<file path="src/rtl/reg_master_pkg.sv">
// Shared types and constants for the byte-stream register-bus master.
// Opcodes, response bytes, bus widths and the frame FSM state encoding.
package reg_master_pkg;

    localparam int ADDR_W = 14;
    localparam int DATA_W = 16;

    localparam logic [7:0] OP_WR    = 8'h57;
    localparam logic [7:0] OP_RD    = 8'h52;
    localparam logic [7:0] ACK_BYTE = 8'h06;
    localparam logic [7:0] ERR_BYTE = 8'hEE;

    typedef enum logic [3:0] {
        IDLE,
        ADDR_HI,
        ADDR_LO,
        DATA_HI,
        DATA_LO,
        WRITE,
        READ,
        RESP_HI,
        RESP_LO,
        ACK,
        ERR
    } state_t;

endpackage

</file>
<file path="src/rtl/reg_master_tmo.sv">
// Inter-byte timeout counter: counts cycles while run is high, restarts on clear,
// and raises expire in the TIMEOUT_CYCLES-th silent cycle.
module reg_master_tmo #(
    parameter int TIMEOUT_CYCLES = 65535
) (
    input  logic clk,
    input  logic rst,
    input  logic run,
    input  logic clear,
    output logic expire
);

    localparam int CW = (TIMEOUT_CYCLES > 1) ? $clog2(TIMEOUT_CYCLES) : 1;

    logic [CW-1:0] count;

    // The count restarts after expiring so it never wraps past the limit.
    always_ff @(posedge clk or posedge rst) begin
        if (rst) begin
            count <= '0;
        end else if (!run || clear || expire) begin
            count <= '0;
        end else begin
            count <= count + CW'(1);
        end
    end

    assign expire = run && (count == CW'(TIMEOUT_CYCLES - 1));

endmodule

</file>
<file path="src/rtl/reg_bus_master.sv">
// Host byte-stream to register-bus bridge: decodes write/read frames and issues bus strobes.
// Define REG_MASTER_WR_ACK_EN to answer every completed write with an ACK byte.
module reg_bus_master
    import reg_master_pkg::*;
#(
    parameter int TIMEOUT_CYCLES = 65535
) (
    input  logic              clk,
    input  logic              rst,
    input  logic [7:0]        rx_data,
    input  logic              rx_valid,
    output logic              rx_ready,
    output logic [7:0]        tx_data,
    output logic              tx_valid,
    input  logic              tx_ready,
    output logic              wr_en,
    output logic              rd_en,
    output logic [ADDR_W-1:0] addr,
    output logic [DATA_W-1:0] write_data,
    input  logic [DATA_W-1:0] read_data,
    output logic              busy,
    output logic              timeout_pulse
);

    state_t            state;
    state_t            state_next;
    logic              is_write;
    logic [DATA_W-1:0] rd_buf;
    logic              accept;
    logic              run;
    logic              expire;

    assign accept = rx_valid && rx_ready;
    assign busy   = (state != IDLE);

    reg_master_tmo #(
        .TIMEOUT_CYCLES(TIMEOUT_CYCLES)
    ) u_tmo (
        .clk   (clk),
        .rst   (rst),
        .run   (run),
        .clear (accept),
        .expire(expire)
    );

    // Frame fields are captured only on the byte that carries them and held across frames.
    always_ff @(posedge clk or posedge rst) begin
        if (rst) begin
            state      <= IDLE;
            is_write   <= 1'b0;
            addr       <= '0;
            write_data <= '0;
            rd_buf     <= '0;
        end else begin
            state <= state_next;
            if (accept) begin
                case (state)
                    IDLE:    is_write <= (rx_data == OP_WR);
                    ADDR_HI: addr[ADDR_W-1:8] <= rx_data[5:0];
                    ADDR_LO: addr[7:0] <= rx_data;
                    DATA_HI: write_data[15:8] <= rx_data;
                    DATA_LO: write_data[7:0] <= rx_data;
                    default: ;
                endcase
            end
            if (state == READ) begin
                rd_buf <= read_data;
            end
        end
    end

    always_comb begin
        state_next    = state;
        rx_ready      = 1'b0;
        tx_valid      = 1'b0;
        tx_data       = 8'h00;
        wr_en         = 1'b0;
        rd_en         = 1'b0;
        timeout_pulse = 1'b0;
        run           = 1'b0;
        case (state)
            IDLE: begin
                rx_ready = 1'b1;
                if (rx_valid) begin
                    state_next = (rx_data == OP_WR || rx_data == OP_RD) ? ADDR_HI : ERR;
                end
            end
            ADDR_HI: begin
                rx_ready = 1'b1;
                run      = 1'b1;
                if (rx_valid) state_next = ADDR_LO;
            end
            ADDR_LO: begin
                rx_ready = 1'b1;
                run      = 1'b1;
                if (rx_valid) state_next = is_write ? DATA_HI : READ;
            end
            DATA_HI: begin
                rx_ready = 1'b1;
                run      = 1'b1;
                if (rx_valid) state_next = DATA_LO;
            end
            DATA_LO: begin
                rx_ready = 1'b1;
                run      = 1'b1;
                if (rx_valid) state_next = WRITE;
            end
            WRITE: begin
                wr_en = 1'b1;
`ifdef REG_MASTER_WR_ACK_EN
                state_next = ACK;
`else
                state_next = IDLE;
`endif
            end
            READ: begin
                rd_en      = 1'b1;
                state_next = RESP_HI;
            end
            RESP_HI: begin
                tx_valid = 1'b1;
                tx_data  = rd_buf[15:8];
                if (tx_ready) state_next = RESP_LO;
            end
            RESP_LO: begin
                tx_valid = 1'b1;
                tx_data  = rd_buf[7:0];
                if (tx_ready) state_next = IDLE;
            end
`ifdef REG_MASTER_WR_ACK_EN
            ACK: begin
                tx_valid = 1'b1;
                tx_data  = ACK_BYTE;
                if (tx_ready) state_next = IDLE;
            end
`endif
            ERR: begin
                tx_valid = 1'b1;
                tx_data  = ERR_BYTE;
                if (tx_ready) state_next = IDLE;
            end
            default: state_next = IDLE;
        endcase
        // A byte arriving in the expiry cycle keeps the frame alive.
        if (expire && !accept) begin
            state_next    = IDLE;
            timeout_pulse = 1'b1;
        end
    end

endmodule

</file>
<file path="config.mk">
export PLATFORM = sky130hd
export DESIGN_NAME = reg_bus_master
export DESIGN_NICKNAME = d
export VERILOG_FILES = /design/src/rtl/reg_master_pkg.sv /design/src/rtl/reg_master_tmo.sv /design/src/rtl/reg_bus_master.sv
export SDC_FILE = /design/constraint.sdc
export NUM_CORES = 1
export LEC_CHECK = 0
export BUFFER_PORTS_ARGS = -buffer_cell sky130_fd_sc_hd__buf_2
export CAP_MARGIN = 20
export CORE_ASPECT_RATIO = 0.5
export CORE_MARGIN = 2
export CORE_UTILIZATION = 47
export CTS_CLUSTER_DIAMETER = 40
export CTS_CLUSTER_SIZE = 20
export DETAILED_ROUTE_END_ITERATION = 7
export GPL_TIMING_DRIVEN = 0
export PLACE_DENSITY_LB_ADDON = 0.3
export SLEW_MARGIN = 10
export SYNTH_ARGS = -nofsm -noshare
export SYNTH_HDL_FRONTEND = slang
export SYNTH_SLANG_ARGS = --single-unit
</file>
<file path="constraint.sdc">
create_clock -name clk -period 3.7 [get_ports clk]
set_input_delay 0.185 -clock clk [delete_from_list [all_inputs] [get_ports clk]]
set_output_delay 0.185 -clock clk [all_outputs]
set_load 0.02 [all_outputs]
</file>
==> flow_metrics.env <==
export IMPL_final_setup_viol_count=0
export IMPL_leakagePower_uw=0.00180
export IMPL_synth_nets=296
export IMPL_n_fill_cell=519
export IMPL_fmax_mhz=461
export IMPL_cts_tree="yes"
export IMPL_grt_antenna_before_repair=0
export IMPL_grt_usage_pct=19.7
export IMPL_hold_ws_ns=0.0134
export IMPL_r2r_start="state[0]$_DFFE_PP0P_"
export IMPL_grt_pass1_wl_um=11000
export IMPL_port_buffers=70
export IMPL_ys_top_cells_by_area="dfrtp_1 53%, mux2_2 16%, xor2_1 3.6%"
export IMPL_h_tree_depth=3
export IMPL_endpoint_kind="primary output"
export IMPL_startpoint="u_tmo.count[2]$_DFF_PP0_"
export IMPL_cp_start_kind="register"
export IMPL_dpl_cell_area_um2=3600
export IMPL_powerDensity_nw_per_um2=840
export IMPL_rsz0062_at_grt="no"
export IMPL_coreArea_um2=6260
export IMPL_finalCritPeriodShare_pct=58.6
export IMPL_yosysWarningCount=0
export IMPL_grt_max_degree=68
export IMPL_cts_buffers=9
export IMPL_async_flop_share_pct=100
export IMPL_drt_vias_per_instance=5.39
export IMPL_nets=377
export IMPL_dr_pass1_iters=5
export IMPL_syn_instance_count=266
export IMPL_post_cts_buffers=0
export IMPL_fin_util_pct=62.3
export IMPL_die_area_um2=7390
export IMPL_ant_nets=0
export IMPL_avgRoutedWirePerCell_um=15.5
export IMPL_drive_gt1_share_pct=42.6
export IMPL_grt_overflow=0
export IMPL_gp_congestion=0.773
export IMPL_worst_pin_slew_ns=0.816
export IMPL_synth_most_common_cell="dfrtp_1"
export IMPL_crit_required_ns=3.51
export IMPL_clockBufferDepth=2
export IMPL_yosys_area_top_type_share_pct=53.4
export IMPL_clock_latency_ns=0.33
export IMPL_postCtsHoldBufs=0
export IMPL_yosysTopAreaCell="dfrtp_1"
export IMPL_relSlewSlack_pct=45.6
export IMPL_syn_avg_cell_area_um2=11.8
export IMPL_synth_edf_count=0
export IMPL_period_needed_ns=2.17
export IMPL_routed_wl_um=6840
export IMPL_worstSetupPathType="register to primary output"
export IMPL_drt_iter0_drc=196
export IMPL_ys_flop_type="dfrtp_1"
export IMPL_clk_pin_slew_worst_paths_ns=0.06
export IMPL_dieWidth_um=120
export IMPL_finalInstanceArea_um2=3890
export IMPL_worstPathArrival_ns=1.98
export IMPL_rows=20
export IMPL_num_io_pins=72
export IMPL_root_buffer="clkbuf_16"
export IMPL_min_path_type="input port to async pin"
export IMPL_dr_total_vias=2370
export IMPL_drv_cap=0
export IMPL_outcome="complete, no violations"
export IMPL_clock_sinks=67
export IMPL_die_h_um=61.8
export IMPL_slew_viol_final=0
export IMPL_area_growth_pct=24.0
export IMPL_post_dp_hpwl_um=4770
export IMPL_hold_viol_final=0
export IMPL_tns_ns=0
export IMPL_antenna_cells=0
export IMPL_initial_core_util_pct=50.2
export IMPL_seq_area_frac_synth_pct=53.4
export IMPL_grt_pass1_vias=2393
export IMPL_crit_fanout=6
export IMPL_ys_ff_latch=67
export IMPL_ys_types=44
export IMPL_cts_resized=0
export IMPL_ir_drop_v=0.000567
export IMPL_drc=0
export IMPL_netlist_area_um2=3140
export IMPL_finalClockSkew_ns=0.00613
export IMPL_ys_top_cells_by_count="67 x dfrtp_1, 46 x mux2_2, 26 x nor2_1, 14 x nand2_1, 13 x xor2_1"
-- power breakdown --
group	switching, uW	total [uW]	leakage [uW]	internal [uW]
logic	732	1300	0.000826	572
clock network	315	805	0.000138	490
registers	148	1160	0.000841	1010
total	1190	3270	0.00180	2080
-- routing by layer --
metal  wire [um]  up-vias  GRT usage, %  share of wire (%)
li1            -     1110             -                  -
met1        2920     1195          22.6                 43
met2        3480       58          34.6                 51
met3         362        7          7.76                5.3
met4          74        0          8.07                1.1
met5           0        -             0                  0
-- through the flow --
step / total power [uW] / instances / worst slack [ns]
after detailed placement: 2480 / 424 / 1.80
after floorplan: 2090 / 266 / 1.83
after global routing: 3470 / 440 / 1.36
final: 3270 / 440 / 1.53
after CTS: 3300 / 440 / 1.53
after global placement: 2430 / 424 / 1.14
-- flip-flops by register name, summed over array words and instances (netlist names) --
| signal | cells |
|---|---|
| u_tmo.count | 16 |
| addr | 14 |
| write_data | 16 |
| rd_buf | 16 |
| is_write | 1 |
| state | 4 |
-- cells in the final DEF (no fill, tap or decap), drive strengths merged, types with 2 or more instances in the layout --
cell type	Yosys	layout
buf	10	80
dfrtp	67	67
a21oi	5	5
o21ai	10	10
nor3b	2	2
and4	4	4
inv	6	6
nand4	7	7
nand3	11	11
o22ai	2	2
o211ai	2	2
a22o	3	3
nand2	14	14
clkbuf	4	15
ha	2	2
xor2	13	13
and3	4	4
clkinvlp	0	2
nor3	5	5
nor2	26	26
o31ai	2	2
mux2	46	46
or4	3	3
and2	2	2
clkinv	0	3
nand2b	4	4
-- kinds of logic after synthesis --
logic type               after synthesis  synth area share, %
adder cells (fa/ha/maj)                2                0.796
AO/OA/AOI/OAI                         30                 6.61
buffers and inverters                 20                 3.42
multiplexers                          47                 16.8
XOR/XNOR                              14                 3.90
AND/OR/NAND/NOR                       86                 15.1
flip-flops                            67                 53.4
-- worst paths after layout --
check | end | slack [ns] | depth (start not counted)
max | timeout_pulse | 1.53 | 5
min | rd_buf[10]$_DFFE_PP0P_ | 0.01 | 2
max reg2reg | write_data[3]$_DFFE_PP0P_ | 1.78 | 4
min reg2reg | addr[5]$_DFFE_PP0P_ | 0.50 | 1
max in group asynchronous | write_data[15]$_DFFE_PP0P_ | 3.15 | 2
min in group clk | rd_buf[15]$_DFFE_PP0P_ | 0.08 | 2
-- final cells by class --
cell class / count / area [um^2] / area share [%]
Inverter: 6 / 25.0 / 0.642
Timing Repair Buffer: 70 / 350 / 8.99
Clock buffer: 11 / 253 / 6.49
Clock inverter: 5 / 37.5 / 0.964
Buffer: 14 / 85.1 / 2.18
Multi-Input combinational cell: 179 / 1360 / 34.9
Tap cell: 88 / 110 / 2.83
Sequential cell: 67 / 1680 / 43.0
-- worst max-delay path, cell delays in order (launching register included) --
cell and delay, ns:
dfrtp_1 0.40, and4_1 0.20, clkbuf_1 0.25, nand4_1 0.24, nor3_2 0.32, buf_2 0.23
Power figures use the tool's default switching activity.
